<file path="src/rtl/rev_add_dir_seq.sv">
// Sequenced direction controller for a dual-rail reversible adder macro.
// Optional build macro REV_ROUNDTRIP_CHECK_EN adds a backward re-drive after forward ops.
//
// state | meaning
// IDLE  | ready for a request
// TURN  | bus turnaround, both oe low
// DRIVE | source side driven, far side sampled on the last cycle
// RESP  | response held until rsp_ready
module rev_add_dir_seq #(
  parameter int WIDTH      = 16,
  parameter int SETTLE_CYC = 2,
  parameter int TURN_CYC   = 1
) (
  input  logic                 clk,
  input  logic                 rst_n,
  input  logic                 req_valid,
  output logic                 req_ready,
  input  logic                 req_dir,
  input  logic [WIDTH-1:0]     req_x,
  input  logic [WIDTH-1:0]     req_y,
  input  logic                 req_c,
  input  logic                 req_t,
  output logic                 rsp_valid,
  input  logic                 rsp_ready,
  output logic [WIDTH-1:0]     rsp_x,
  output logic [WIDTH-1:0]     rsp_y,
  output logic                 rsp_c,
  output logic                 rsp_t,
  output logic                 rsp_err,
  output logic                 fwd_oe,
  output logic [2*WIDTH+1:0]   fwd_o,
  output logic [2*WIDTH+1:0]   fwd_n_o,
  input  logic [2*WIDTH+1:0]   fwd_i,
  input  logic [2*WIDTH+1:0]   fwd_n_i,
  output logic                 bwd_oe,
  output logic [2*WIDTH+1:0]   bwd_o,
  output logic [2*WIDTH+1:0]   bwd_n_o,
  input  logic [2*WIDTH+1:0]   bwd_i,
  input  logic [2*WIDTH+1:0]   bwd_n_i
);

  localparam int N    = 2*WIDTH+2;
  localparam int MAXC = (SETTLE_CYC > TURN_CYC) ? SETTLE_CYC : TURN_CYC;
  localparam int CW   = (MAXC > 1) ? $clog2(MAXC) : 1;

  typedef enum logic [1:0] {IDLE, TURN, DRIVE, RESP} state_t;

  state_t         r_state, w_state_nxt;
  logic [CW-1:0]  r_cnt;
  logic           r_last_dir;
  logic           r_drv_dir;
  logic [N-1:0]   r_drv_data;
  logic [N-1:0]   r_rsp;
  logic           r_err;
  logic           w_cnt_tc;
  logic           w_accept, w_sample, w_ld_turn, w_ld_settle;
  logic           w_drive;
  logic [N-1:0]   w_far, w_far_n;
  logic           w_fault;
`ifdef REV_ROUNDTRIP_CHECK_EN
  logic           r_rt;
  logic [N-1:0]   r_op;
`endif

  assign w_cnt_tc = (r_cnt == '0);

  always_comb begin
    w_state_nxt = r_state;
    w_accept    = 1'b0;
    w_sample    = 1'b0;
    w_ld_turn   = 1'b0;
    w_ld_settle = 1'b0;
    case (r_state)
      IDLE: begin
        if (req_valid) begin
          w_accept = 1'b1;
          if (req_dir != r_last_dir) begin
            w_state_nxt = TURN;
            w_ld_turn   = 1'b1;
          end else begin
            w_state_nxt = DRIVE;
            w_ld_settle = 1'b1;
          end
        end
      end
      TURN: begin
        if (w_cnt_tc) begin
          w_state_nxt = DRIVE;
          w_ld_settle = 1'b1;
        end
      end
      DRIVE: begin
        if (w_cnt_tc) begin
          w_sample    = 1'b1;
          w_state_nxt = RESP;
`ifdef REV_ROUNDTRIP_CHECK_EN
          if (!r_rt && !r_drv_dir) begin
            w_state_nxt = TURN;
            w_ld_turn   = 1'b1;
          end
`endif
        end
      end
      RESP: begin
        if (rsp_ready) w_state_nxt = IDLE;
      end
      default: w_state_nxt = IDLE;
    endcase
  end

  always_ff @(posedge clk or negedge rst_n) begin
    if (!rst_n) r_state <= IDLE;
    else        r_state <= w_state_nxt;
  end

  // Shared down-counter for turnaround and settle windows
  always_ff @(posedge clk or negedge rst_n) begin
    if (!rst_n)             r_cnt <= '0;
    else if (w_ld_turn)     r_cnt <= CW'(TURN_CYC - 1);
    else if (w_ld_settle)   r_cnt <= CW'(SETTLE_CYC - 1);
    else if (!w_cnt_tc)     r_cnt <= r_cnt - 1'b1;
  end

  assign w_far   = r_drv_dir ? fwd_i   : bwd_i;
  assign w_far_n = r_drv_dir ? fwd_n_i : bwd_n_i;
  assign w_fault = |(~(w_far ^ w_far_n));

  always_ff @(posedge clk or negedge rst_n) begin
    if (!rst_n) begin
      r_last_dir <= 1'b0;
      r_drv_dir  <= 1'b0;
      r_drv_data <= '0;
      r_rsp      <= '0;
      r_err      <= 1'b0;
`ifdef REV_ROUNDTRIP_CHECK_EN
      r_rt       <= 1'b0;
      r_op       <= '0;
`endif
    end else begin
      if (w_accept) begin
        r_drv_dir  <= req_dir;
        r_drv_data <= {req_t, req_c, req_y, req_x};
`ifdef REV_ROUNDTRIP_CHECK_EN
        r_op       <= {req_t, req_c, req_y, req_x};
        r_rt       <= 1'b0;
`endif
      end
      if (w_sample) begin
`ifdef REV_ROUNDTRIP_CHECK_EN
        if (r_rt) begin
          r_err      <= r_err | w_fault | (w_far != r_op);
          r_last_dir <= 1'b1;
        end else begin
          r_rsp      <= w_far;
          r_err      <= w_fault;
          r_last_dir <= r_drv_dir;
          // Forward result is re-driven backward to prove it inverts cleanly
          if (!r_drv_dir) begin
            r_rt       <= 1'b1;
            r_drv_dir  <= 1'b1;
            r_drv_data <= w_far;
          end
        end
`else
        r_rsp      <= w_far;
        r_err      <= w_fault;
        r_last_dir <= r_drv_dir;
`endif
      end
    end
  end

  assign w_drive = (r_state == DRIVE);
  assign fwd_oe  = w_drive & ~r_drv_dir;
  assign bwd_oe  = w_drive &  r_drv_dir;
  assign fwd_o   = fwd_oe ?  r_drv_data : '0;
  assign fwd_n_o = fwd_oe ? ~r_drv_data : '0;
  assign bwd_o   = bwd_oe ?  r_drv_data : '0;
  assign bwd_n_o = bwd_oe ? ~r_drv_data : '0;

  assign req_ready = (r_state == IDLE);
  assign rsp_valid = (r_state == RESP);
  assign rsp_x     = r_rsp[WIDTH-1:0];
  assign rsp_y     = r_rsp[2*WIDTH-1:WIDTH];
  assign rsp_c     = r_rsp[2*WIDTH];
  assign rsp_t     = r_rsp[2*WIDTH+1];
  assign rsp_err   = r_err;

endmodule

</file>
<file path="config.mk">
export PLATFORM = sky130hd
export DESIGN_NAME = rev_add_dir_seq
export DESIGN_NICKNAME = d
export VERILOG_FILES = /design/src/rtl/rev_add_dir_seq.sv
export SDC_FILE = /design/constraint.sdc
export NUM_CORES = 1
export LEC_CHECK = 0
export ABC_CLOCK_PERIOD_IN_PS = 2960
export BUFFER_PORTS_ARGS = -buffer_cell sky130_fd_sc_hd__buf_2
export CAP_MARGIN = 15
export CORE_AREA = 2 2 136 138
export CTS_BUF_LIST = sky130_fd_sc_hd__clkbuf_2
export DETAILED_ROUTE_END_ITERATION = 8
export DIE_AREA = 0 0 138 140
export PLACE_DENSITY_LB_ADDON = 0.12
export SYNTH_ARGS = -nofsm -noshare
export SYNTH_HDL_FRONTEND = slang
export SYNTH_SLANG_ARGS = --single-unit
</file>
<file path="constraint.sdc">
create_clock -name clk -period 2.96 [get_ports clk]
set_clock_uncertainty 0.05 [all_clocks]
set_input_delay 0.592 -clock clk [delete_from_list [all_inputs] [get_ports clk]]
set_output_delay 0.592 -clock clk [all_outputs]
set_load 0.02 [all_outputs]
</file>
==> impl_metrics.csv <==
group,metric,value,unit
setup_path,critPathRequiredTime,2.32,ns
setup_path,path_class,"flip-flop to output port",
setup_path,cp-end-kind,"output port",
sta,tns,0,ns
logic_synthesis,synth_cell_type_count,38,
drt,drc,0,
placed_design,place_congestion,0.818,
sta,finalCritPeriodShare,0.924,
cts,cts-root-buf,"clkbuf_2",
setup_path,worstPathArrival,2.09,ns
cts,cts_tree,"done",
setup_path,worstPathCellList,"inv_1 > ha_1 > buf_4 > and3_1 > buf_2",
logic_synthesis,synth_ff_type,"dfrtp_1",
logic_synthesis,ys_top_cells_by_count,"nor2_1 (75), dfrtp_1 (74), nand2_1 (45), o21ai_0 (38)",
logic_synthesis,synth_nets,695,
logic_synthesis,synth_most_common_cell,"nor2_1",
floorplan,core-area,17800,µm²
final_layout,drive_gt1_frac,0.482,
floorplan,io_pins,350,
cts,clockBufferDepth,2,
logic_synthesis,ys_seq_area_frac,0.398,
floorplan,initial_core_util,0.262,
logic_synthesis,netlist_area,4660,µm²
sta,period_minus_slack,2.73,ns
drt,drt-pass1-iter-count,5,
cts,cts_sinks,74,
drt,drtAntennaViolNets,0,
placed_design,portBuffers,349,
grt,gr-total-overflow,0,
setup_path,path_max_fanout,34,
drt,routed_wl,18800,µm
setup_path,crit_path_top_delay_cell,"dfrtp_1",
hold_path,hold_path.class,"input port to flip-flop",
logic_synthesis,syn_inst,516,
cts,cts_buffers,9,
logic_synthesis,synthTopCellsByArea,"dfrtp_1 (40%), mux2_2 (8.5%), mux2i_1 (7.5%)",
flow_run,drv_cap,0,
placed_design,post-dp-hpwl,15400,µm
floorplan,die_area,19300,µm²
grt,grt_pass1_vias,4860,
cts,insertion_delay,0.55,ns
logic_synthesis,synth_edf_count,0,
logic_synthesis,async_reset_ff_frac,1.00,
sta,hold_violations,0,
cts,htreeDepth,3,
drt,vias_per_cell,4.55,
placed_design,dpl_cell_area,6660,µm²
grt,grt_usage,0.189,
pwr,vdd.ir_drop.worst,347,µV
logic_synthesis,yosys.area.top_type,"dfrtp_1",
floorplan,dieWidth,138,µm
pwr,p_per_area,921,nW/µm²
logic_synthesis,ys.warnings.count,0,
sta,slew_headroom,0.610,
logic_synthesis,avgSynthCellArea,9.03,µm²
cts,post_cts_buffers,0,
logic_synthesis,synthDominantCellAreaShare,0.398,
grt,antenna_found_initial,5,
setup_path,crit_path_start_kind,"flip-flop",
grt,grt_max_degree,42,
final_layout,final_cell_area,6760,µm²
floorplan,core.rowCount,49,
sta,rsz0062_at_grt,"false",
pwr,p_leak,0.00385,µW
cts,clkTransAtPathRegs,0.23,ns
drt,wl_per_cell,17.3,µm
setup_path,cpPeakStageDelay,0.45,ns
sta,drv_slew,0,
final_layout,nNetsFinal,1031,
sta,fmax,0.366,GHz
sta,finalSetupViolCount,0,
placed_design,dp_slack,0.693,ns
sta,worst_pin_slew,0.579,ns
final_layout,area_growth,45.1,%
floorplan,die_h,140,µm
run_status,status,"finished clean",
sta,setup_ws,0.226,ns
logic_synthesis,ys_ff_latch,74,
grt,grt_pass1_wl,28300,µm
drt,drtIter0Drc,140,
drt,vias,4957,
-- power by group --
group	switching (µW)	internal [µW]
Combinational	2270	1420
Sequential	540	1520
Clock	375	108
Total	3180	3040
-- worst max-delay path: cells and delay by family (launching register included) --
kind	cells	cell delay, ns
buffers and inverters	3	0.59
DFF	1	0.45
adders and majority gates	1	0.28
and+or+nand+nor	1	0.20
-- per-layer routing --
layer,up-vias,part of all wire,GRT usage
li1,2442,-,-
met1,2237,0.39,0.212
met2,246,0.51,0.341
met3,28,0.084,0.0540
met4,4,0.023,0.0730
met5,-,0.0013,0
-- sequential cells by signal, summed over array words and instances (netlist names) --
register / cells
r_drv_data: 34
r_cnt: 1
r_rsp: 34
r_last_dir: 1
rsp_err: 1
r_drv_dir: 1
r_state: 2
-- metrics by stage --
stage               hold slack (ns)  utilization  std cells  power (µW)
detailed placement            0.416        0.375       1069        5830
floorplan                     0.246            -        516        4390
CTS                           0.114        0.379       1085        6340
global placement              0.409        0.375       1069        5830
global route                  0.124        0.380       1087        6730
finish                        0.182        0.380       1089        6220
-- repair_timing --
item / CTS / global route
resized for setup: 0 / 1
endpoints found under the hold margin: 36 / 0
setup endpoints to repair: 0 / 34
hold buffers: 1 / 0
-- logic make-up (layout without fill, tap and decap cells) --
family,Yosys count,in the layout,share of synthesized area
AND/OR/NAND/NOR,213,213,0.221
flip-flops,74,74,0.398
AO/OA/AOI/OAI,72,72,0.0937
multiplexers,70,70,0.160
XOR/XNOR,43,43,0.0809
buffers and inverters,40,380,0.0368
adder cells (fa/ha/maj),4,4,0.0107
other,0,4,0
-- path summary, 6_finish.rpt --
check | slack (ns) | endpoint | start | cells past startpoint
max | 0.23 | bwd_o[7] | r_state[0]$_DFFE_PN0P_ | 5
min | 0.18 | r_drv_data[11]$_DFFE_PN0P_ | req_x[11] | 2
max reg2reg | 1.01 | rsp_err$_DFFE_PN0P_ | r_drv_dir$_DFFE_PN0P_ | 4
min reg2reg | 0.45 | r_rsp[23]$_DFFE_PN0P_ | r_rsp[23]$_DFFE_PN0P_ | 2
max in group asynchronous | 1.78 | r_drv_data[8]$_DFFE_PN0P_ | rst_n | 3
min in group asynchronous | 0.48 | r_drv_data[24]$_DFFE_PN0P_ | rst_n | 2
-- cells in the final DEF, fill, tap and decap left out, types with 8 or more instances in the layout --
cell type / instances
dfrtp_1: 73
and3_1: 34
nor4_1: 10
o22ai_1: 8
mux2i_1: 35
and2_1: 34
mux2_2: 35
xor2_1: 9
a21oi_1: 8
o21ai_0: 38
xnor2_1: 34
buf_2: 348
clkbuf_2: 11
nor2_1: 75
nand2_1: 44
-- layout make-up --
class / instances / area, µm²
Antenna cell: 4 / 10.0
Multi-Input combinational cell: 402 / 2640
Clock buffer: 11 / 55.1
Fill cell: 1939 / 11000
Sequential cell: 74 / 1860
Tap cell: 229 / 287
Clock inverter: 4 / 20.0
Timing Repair Buffer: 359 / 1870
Inverter: 6 / 22.5
No activity file was read; power rests on OpenSTA's default activity.
